### src/rtl/disp7seg_scan.sv
// Time-multiplexed common-anode 7-segment scanner with double-buffered load,
// per-digit decimal points, leading-zero blanking, PWM brightness and an
// anti-ghosting guard band. Define DISP7SEG_HEX_DECODE_EN to show A..F for
// digit values 10..15; otherwise those values are shown blank.
module disp7seg_scan #(
    parameter int NUM_DIGITS = 4,
    parameter int CLK_DIV    = 100000,
    parameter int BRIGHT_W   = 3,
    parameter int GUARD      = 2
) (
    input  logic                          clk,
    input  logic                          rst_n,
    input  logic [4*NUM_DIGITS-1:0]       digits_i,
    input  logic [NUM_DIGITS-1:0]         dp_i,
    input  logic                          load_i,
    input  logic [BRIGHT_W-1:0]           bright_i,
    input  logic                          lz_blank_i,
    output logic [NUM_DIGITS-1:0]         enabled,
    output logic [6:0]                    ag,
    output logic                          dp,
    output logic [$clog2(NUM_DIGITS)-1:0] scan_idx_o,
    output logic                          frame_o
);

    localparam int SW = $clog2(NUM_DIGITS);
    localparam int PW = (CLK_DIV > 1) ? $clog2(CLK_DIV) : 1;
    localparam logic [PW-1:0] PRESC_LAST = PW'(CLK_DIV - 1);
    localparam logic [SW-1:0] SCAN_LAST  = SW'(NUM_DIGITS - 1);

    logic [PW-1:0]           presc_q, presc_d;
    logic [SW-1:0]           scan_q, scan_d;
    logic                    fresh_q, fresh_d;
    logic [4*NUM_DIGITS-1:0] shadow_dig_q, shadow_dig_d;
    logic [NUM_DIGITS-1:0]   shadow_dp_q, shadow_dp_d;
    logic [3:0]              cur_dig_q, cur_dig_d;
    logic                    cur_dp_q, cur_dp_d;
    logic                    cur_blank_q, cur_blank_d;
    logic [BRIGHT_W-1:0]     cur_bright_q, cur_bright_d;
    logic [NUM_DIGITS-1:0]   enabled_q, enabled_d;
    logic [6:0]              ag_q, ag_d;
    logic                    dp_q, dp_d;
    logic [SW-1:0]           scan_idx_q, scan_idx_d;
    logic                    frame_q, frame_d;

    logic                    presc_wrap;
    logic                    zero_run;
    logic [NUM_DIGITS-1:0]   lz_vec;
    logic [3:0]              sel_dig;
    logic                    sel_dp;
    logic                    sel_lz;
    logic [63:0]             on_ticks;
    logic [63:0]             presc_wide;
    logic                    in_window;

    function automatic logic [6:0] seg_decode(input logic [3:0] value);
        logic [6:0] seg;
        case (value)
            4'd0:    seg = 7'b1000000;
            4'd1:    seg = 7'b1111001;
            4'd2:    seg = 7'b0100100;
            4'd3:    seg = 7'b0110000;
            4'd4:    seg = 7'b0011001;
            4'd5:    seg = 7'b0010010;
            4'd6:    seg = 7'b0000010;
            4'd7:    seg = 7'b1111000;
            4'd8:    seg = 7'b0000000;
            4'd9:    seg = 7'b0010000;
`ifdef DISP7SEG_HEX_DECODE_EN
            4'd10:   seg = 7'b0001000;
            4'd11:   seg = 7'b0000011;
            4'd12:   seg = 7'b1000110;
            4'd13:   seg = 7'b0100001;
            4'd14:   seg = 7'b0000110;
            4'd15:   seg = 7'b0001110;
`endif
            default: seg = 7'b1111111;
        endcase
        return seg;
    endfunction

    always_comb begin
        presc_wrap = (presc_q == PRESC_LAST);
        presc_d    = presc_wrap ? '0 : presc_q + PW'(1);
        scan_d     = scan_q;
        if (presc_wrap) begin
            scan_d = (scan_q == SCAN_LAST) ? '0 : scan_q + SW'(1);
        end
        fresh_d      = 1'b0;
        shadow_dig_d = load_i ? digits_i : shadow_dig_q;
        shadow_dp_d  = load_i ? dp_i : shadow_dp_q;

        // A digit is a leading zero when it and every digit above it are zero.
        zero_run = 1'b1;
        lz_vec   = '0;
        for (int k = NUM_DIGITS - 1; k >= 0; k--) begin
            zero_run = zero_run & (shadow_dig_q[4*k +: 4] == 4'd0);
            if (k != 0) begin
                lz_vec[k] = zero_run;
            end
        end

        sel_dig = '0;
        sel_dp  = 1'b0;
        sel_lz  = 1'b0;
        for (int k = 0; k < NUM_DIGITS; k++) begin
            if (scan_d == SW'(k)) begin
                sel_dig = shadow_dig_q[4*k +: 4];
                sel_dp  = shadow_dp_q[k];
                sel_lz  = lz_vec[k];
            end
        end

        // Release from reset behaves like a boundary into slot 0 so the
        // first slot gets a freshly sampled brightness.
        cur_dig_d    = cur_dig_q;
        cur_dp_d     = cur_dp_q;
        cur_blank_d  = cur_blank_q;
        cur_bright_d = cur_bright_q;
        if (presc_wrap || fresh_q) begin
            cur_dig_d    = sel_dig;
            cur_dp_d     = sel_dp;
            cur_blank_d  = lz_blank_i & sel_lz;
            cur_bright_d = bright_i;
        end

        on_ticks   = ((64'(cur_bright_q) + 64'd1) * 64'(CLK_DIV)) >> BRIGHT_W;
        presc_wide = 64'(presc_q);
        in_window  = (presc_wide >= 64'(GUARD)) && (presc_wide < on_ticks);

        enabled_d = '1;
        for (int k = 0; k < NUM_DIGITS; k++) begin
            if ((scan_q == SW'(k)) && in_window) begin
                enabled_d[k] = 1'b0;
            end
        end
        ag_d       = cur_blank_q ? 7'b1111111 : seg_decode(cur_dig_q);
        dp_d       = ~cur_dp_q;
        scan_idx_d = scan_q;
        frame_d    = (presc_q == '0) && (scan_q == '0) && !fresh_q;
    end

    always_ff @(posedge clk or negedge rst_n) begin
        if (!rst_n) begin
            presc_q      <= '0;
            scan_q       <= '0;
            fresh_q      <= 1'b1;
            shadow_dig_q <= '0;
            shadow_dp_q  <= '0;
            cur_dig_q    <= '0;
            cur_dp_q     <= 1'b0;
            cur_blank_q  <= 1'b0;
            cur_bright_q <= '0;
            enabled_q    <= '1;
            ag_q         <= 7'b1111111;
            dp_q         <= 1'b1;
            scan_idx_q   <= '0;
            frame_q      <= 1'b0;
        end else begin
            presc_q      <= presc_d;
            scan_q       <= scan_d;
            fresh_q      <= fresh_d;
            shadow_dig_q <= shadow_dig_d;
            shadow_dp_q  <= shadow_dp_d;
            cur_dig_q    <= cur_dig_d;
            cur_dp_q     <= cur_dp_d;
            cur_blank_q  <= cur_blank_d;
            cur_bright_q <= cur_bright_d;
            enabled_q    <= enabled_d;
            ag_q         <= ag_d;
            dp_q         <= dp_d;
            scan_idx_q   <= scan_idx_d;
            frame_q      <= frame_d;
        end
    end

    assign enabled    = enabled_q;
    assign ag         = ag_q;
    assign dp         = dp_q;
    assign scan_idx_o = scan_idx_q;
    assign frame_o    = frame_q;

endmodule

### config.mk
export PLATFORM = sky130hd
export DESIGN_NAME = disp7seg_scan
export DESIGN_NICKNAME = d
export VERILOG_FILES = /design/src/rtl/disp7seg_scan.sv
export SDC_FILE = /design/constraint.sdc
export NUM_CORES = 1
export LEC_CHECK = 0
export BUFFER_PORTS_ARGS = -buffer_cell sky130_fd_sc_hd__buf_2
export CORE_ASPECT_RATIO = 1.25
export CORE_MARGIN = 2
export CORE_UTILIZATION = 53
export DETAILED_ROUTE_END_ITERATION = 6
export PLACE_DENSITY = 0.76
export SLEW_MARGIN = 20
export SYNTH_ARGS = -nofsm -noshare
export SYNTH_HDL_FRONTEND = slang
export SYNTH_SLANG_ARGS = --single-unit
### constraint.sdc
create_clock -name clk -period 4.4 [get_ports clk]
set_clock_uncertainty 0.2 [all_clocks]
set_input_delay 0 -clock clk [delete_from_list [all_inputs] [get_ports clk]]
set_output_delay 0 -clock clk [all_outputs]
set_load 0.01 [all_outputs]
==> run summary <==
The classification of the worst-slack hold path is input port to flip-flop. The worst relative slew slack came out at 0.479. The number of inserted filler cells in the final layout came out at roughly 590.

At the worst endpoint, the arrival time is approximately 4300 ps. Measured along the y axis, the die boundary spans 100 um. After synthesis, the cell types taking the most area are sky130_fd_sc_hd__dfrtp_1 (33%), sky130_fd_sc_hd__ha_1 (14%), sky130_fd_sc_hd__dfstp_2 (8.8%). The final-report hold violation count is 0.

The leftover overflow at the end of global routing came out at 0. After synthesis, the share of flip-flops with an asynchronous set or reset is 1.00. Of the cells placed in the final design, the portion with a size suffix greater than 1 is 0.275. The placed wire-length estimate after detailed placement came out at between 5000 and 6000 um. The total instance count after detailed placement came out at 497. The total count of max-transition violations in the final report is 0. Before antenna repair, the detailed router went through 5 iterations. The pin slew with the least headroom to its limit came out at between 700 and 800 ps. Static timing analysis puts the maximum clock frequency at 237 MHz.

The clock network latency to the later pin of the worst-skew pair is roughly 340 ps. The final layout contains about 520 nets. Once layout is complete, the cells apart from fillers number about 540.

For this run, the total global-route usage over all layers was measured as 0.225. The clock passes through at most 2 buffers. The count of input and output buffers came out at 41.

The area of the die is between 8000 and 9000 um2. The worst setup path is captured at a flip-flop. Summing every instance area after synthesis gives ~3900 um2. The post-synthesis cell type count is 54. The warning count from the yosys run is 0.

Of the available clock period, the critical path in the final layout requires 0.959. The nature of the critical path startpoint is a flip-flop. The signal on the critical path passes through ha_1 > xor2_2 > inv_1 > fa_1 > inv_1 > ha_1 > a21o_1 > a211oi_2 > nor2_1 > or2_2 > a21oi_2 > xor2_1 > ha_1 > a21o_1 > a211oi_2 > nand4_1 > nand3_2 > nand3_1.

Dividing total power by cell area gives a power density of 339 nW/um2. The number of ports placed on the die boundary is 42. The share of the synthesized area in the top cell type is 0.327. The required time at the endpoint of the critical path is approximately 4500 ps. The via count is approximately 3000. The via count of the first global-routing pass came out at a little under 3000. The post-CTS clock slew at the launch and capture registers of the worst setup and hold paths is approximately 70 ps.

Ranked by instance count, the synthesized netlist is headed by sky130_fd_sc_hd__dfrtp_1 (51), sky130_fd_sc_hd__ha_1 (44), sky130_fd_sc_hd__nor2_1 (24), sky130_fd_sc_hd__inv_1 (22). The via-per-instance ratio came out at between 5 and 6. Final hold analysis gives a worst-case slack of roughly 23 ps. The CTS buffer count is 9. The gate count after technology mapping came out at 369. Across the VDD grid, the largest voltage drop is between 0.2 and 0.3 mV. The x dimension of the die is between 80 and 90 um.

The number of nets in the synthesized netlist is 441. The repair_antennas step left the layout with diodes totalling 0. The H-tree depth is 3. The largest net degree at the start of global routing is 65. The smallest setup slack after layout came out at 180 ps. The floorplan step defined a core boundary enclosing between 7000 and 8000 um2. The run finished with clean final reports. The starting density of the core is 0.537. The max-capacitance violation count came out at 0. In this run the static leakage power is 2.22 nW. For this run, the leading register cell type out of synthesis is sky130_fd_sc_hd__dfrtp_1. The detailed-route DRC error count is 0. TritonCTS built the clock tree. The time the worst path needs with I/O delays and setup is ~4200 ps. The worst setup timing slack at the placement stage came out at -38.4 ps. In this run the remaining antenna-violating nets after routing total 0. sky130_fd_sc_hd__dfrtp_1 takes more of the synthesized area than any other cell. The final layout contains routed wiring with a total length of 8400 um. The weighted congestion reported at the end of routability-driven placement is 0.922. The global-route wire length before repair is between 10000 and 15000 um. The post-synthesis to final-layout area growth came out at 21.8%. Among all cell types in the netlist, the one instantiated most often is sky130_fd_sc_hd__dfrtp_1.

Dividing the detail-routed wire length by the instance count gives between 15 and 20 um. The number of synthesized flops with an enable pin came out at 0. The root buffer cell chosen for the clock tree is sky130_fd_sc_hd__clkbuf_8. The number of setup violations in the final report came out at 0.

The setup path with the least slack is of type flip-flop to flip-flop. The critical-path maximum fanout came out at 4. The share of synthesized area occupied by flip-flops and latches is 0.414. The detailed router's first-iteration violation count came out at between 150 and 200. By instance count, the cell type seen most on the critical path is sky130_fd_sc_hd__ha_1. For this design, the slowest cell found on the critical path is sky130_fd_sc_hd__fa_1.

The post-synthesis sequential element count came out at between 60 and 70. The number of sinks driven by the clock tree came out at 64. The number of antenna violations at the first check in global routing is 0. The placement row count is 35. In this design, the stage delay of the slowest critical-path cell is 550 ps.

The synthesized area per cell came out at 10.6 um2.
[worst max-delay path: cells and delay by family, from the launching register on]
| family | cells | cell delay, ps |
|---|---|---|
| flops | 1 | 430 |
| xor+xnor | 2 | 330 |
| simple gates | 5 | 720 |
| buf+inv | 2 | 160 |
| compound gates | 5 | 1010 |
| fa+ha+maj | 4 | 1270 |
[cell type report]
cell class | instances | area, um2 | area share
Clock buffer | 12 | 165 | 0.0347
Clock inverter | 4 | 51.3 | 0.0108
Inverter | 22 | 82.6 | 0.0174
Multi-Input combinational cell | 275 | 2200 | 0.463
Sequential cell | 64 | 1620 | 0.340
Tap cell | 92 | 115 | 0.0242
Timing Repair Buffer | 74 | 520 | 0.109
[cells by family after synthesis]
logic type / after synthesis / synth area share
and+or+nand+nor: 119 / 0.171
AOI/OAI and AO/OA: 68 / 0.126
other: 1 / 0.000961
adders and majority gates: 45 / 0.146
muxes: 22 / 0.0628
xor gates and xnor gates: 20 / 0.0449
DFF: 64 / 0.414
buffers and inverters: 30 / 0.0330
[layout by cell type, fill, tap and decap left out, types with 2 or more instances in the layout]
| master | count |
|---|---|
| sky130_fd_sc_hd__inv_1 | 21 |
| sky130_fd_sc_hd__a211oi_1 | 5 |
| sky130_fd_sc_hd__buf_4 | 6 |
| sky130_fd_sc_hd__xor2_1 | 6 |
| sky130_fd_sc_hd__nand2b_1 | 8 |
| sky130_fd_sc_hd__or3_1 | 5 |
| sky130_fd_sc_hd__nor3_1 | 6 |
| sky130_fd_sc_hd__nand3_1 | 15 |
| sky130_fd_sc_hd__o22ai_1 | 2 |
| sky130_fd_sc_hd__or4_4 | 2 |
| sky130_fd_sc_hd__o32ai_2 | 3 |
| sky130_fd_sc_hd__nor4_1 | 6 |
| sky130_fd_sc_hd__nor2b_1 | 6 |
| sky130_fd_sc_hd__dlygate4sd3_1 | 27 |
| sky130_fd_sc_hd__nand2_1 | 19 |
| sky130_fd_sc_hd__xnor2_1 | 13 |
| sky130_fd_sc_hd__mux2i_1 | 2 |
| sky130_fd_sc_hd__or2_2 | 3 |
| sky130_fd_sc_hd__dfrtp_1 | 51 |
| sky130_fd_sc_hd__clkbuf_8 | 12 |
| sky130_fd_sc_hd__ha_1 | 42 |
| sky130_fd_sc_hd__and2_1 | 2 |
| sky130_fd_sc_hd__nand4_1 | 5 |
| sky130_fd_sc_hd__nor2_1 | 24 |
| sky130_fd_sc_hd__a21o_1 | 5 |
| sky130_fd_sc_hd__a21oi_1 | 19 |
| sky130_fd_sc_hd__a211oi_2 | 5 |
| sky130_fd_sc_hd__o21bai_1 | 4 |
| sky130_fd_sc_hd__dfstp_2 | 13 |
| sky130_fd_sc_hd__buf_2 | 41 |
| sky130_fd_sc_hd__o31ai_2 | 2 |
| sky130_fd_sc_hd__o21ai_0 | 13 |
| sky130_fd_sc_hd__nor3b_1 | 6 |
| sky130_fd_sc_hd__mux2_2 | 20 |
[final timing paths]
check | from | end | slack (ps) | cells after the start
min | load_i | shadow_dig_q[15] | 20 | 2
max in group asynchronous | rst_n | presc_q[15] | 3330 | 3
max | cur_bright_q[0] | enabled[3] | 180 | 18
max reg2reg | cur_bright_q[0] | enabled[3] | 180 | 18
min in group asynchronous | rst_n | cur_bright_q[0] | 160 | 3
min reg2reg | cur_dp_q | dp | 190 | 1
[power breakdown]
| part | switching (W) | total [W] | internal (W) |
|---|---|---|---|
| registers | 0.0000315 | 0.000677 | 0.000646 |
| logic | 0.000211 | 0.000406 | 0.000195 |
| clock network | 0.000220 | 0.000527 | 0.000308 |
[timing repair]
action,4_1_cts,5_1_grt
pin swaps,0,1
gates resized for setup,1,8
endpoints found under the setup margin,4,4
buffers inserted,0,3
hold endpoints to repair,75,0
hold buffers,27,0
[registers in the layout (all words and copies together) (netlist names)]
name / flops
ag: 7
cur_blank_q: 1
cur_bright_q: 3
cur_dig_q: 4
cur_dp_q: 1
dp: 1
enabled: 4
frame_o: 1
fresh_q: 1
presc_q: 17
scan_idx_d: 2
scan_idx_o: 2
shadow_dig_q: 16
shadow_dp_q: 4
[metal layers]
layer / GRT usage / vias up / wire length [um]
met5: 0 / - / 0
met2: 0.391 / 73 / 4500
met1: 0.278 / 1488 / 3490
li1: - / 1470 / -
met4: 0.0626 / 0 / 95
met3: 0.0558 / 8 / 312
[metrics by stage]
step / total power, W / utilization / setup TNS, ps / instance area, um2
floorplan: 0.000941 / - / 0 / 3900
global placement: 0.00104 / 0.578 / 0 / 4200
detailed placement: 0.00105 / 0.578 / -111 / 4200
CTS: 0.00161 / 0.646 / 0 / 4690
global route: 0.00171 / 0.654 / -251 / 4760
finish: 0.00161 / 0.654 / 0 / 4760
No activity file was read; power rests on OpenSTA's default activity.
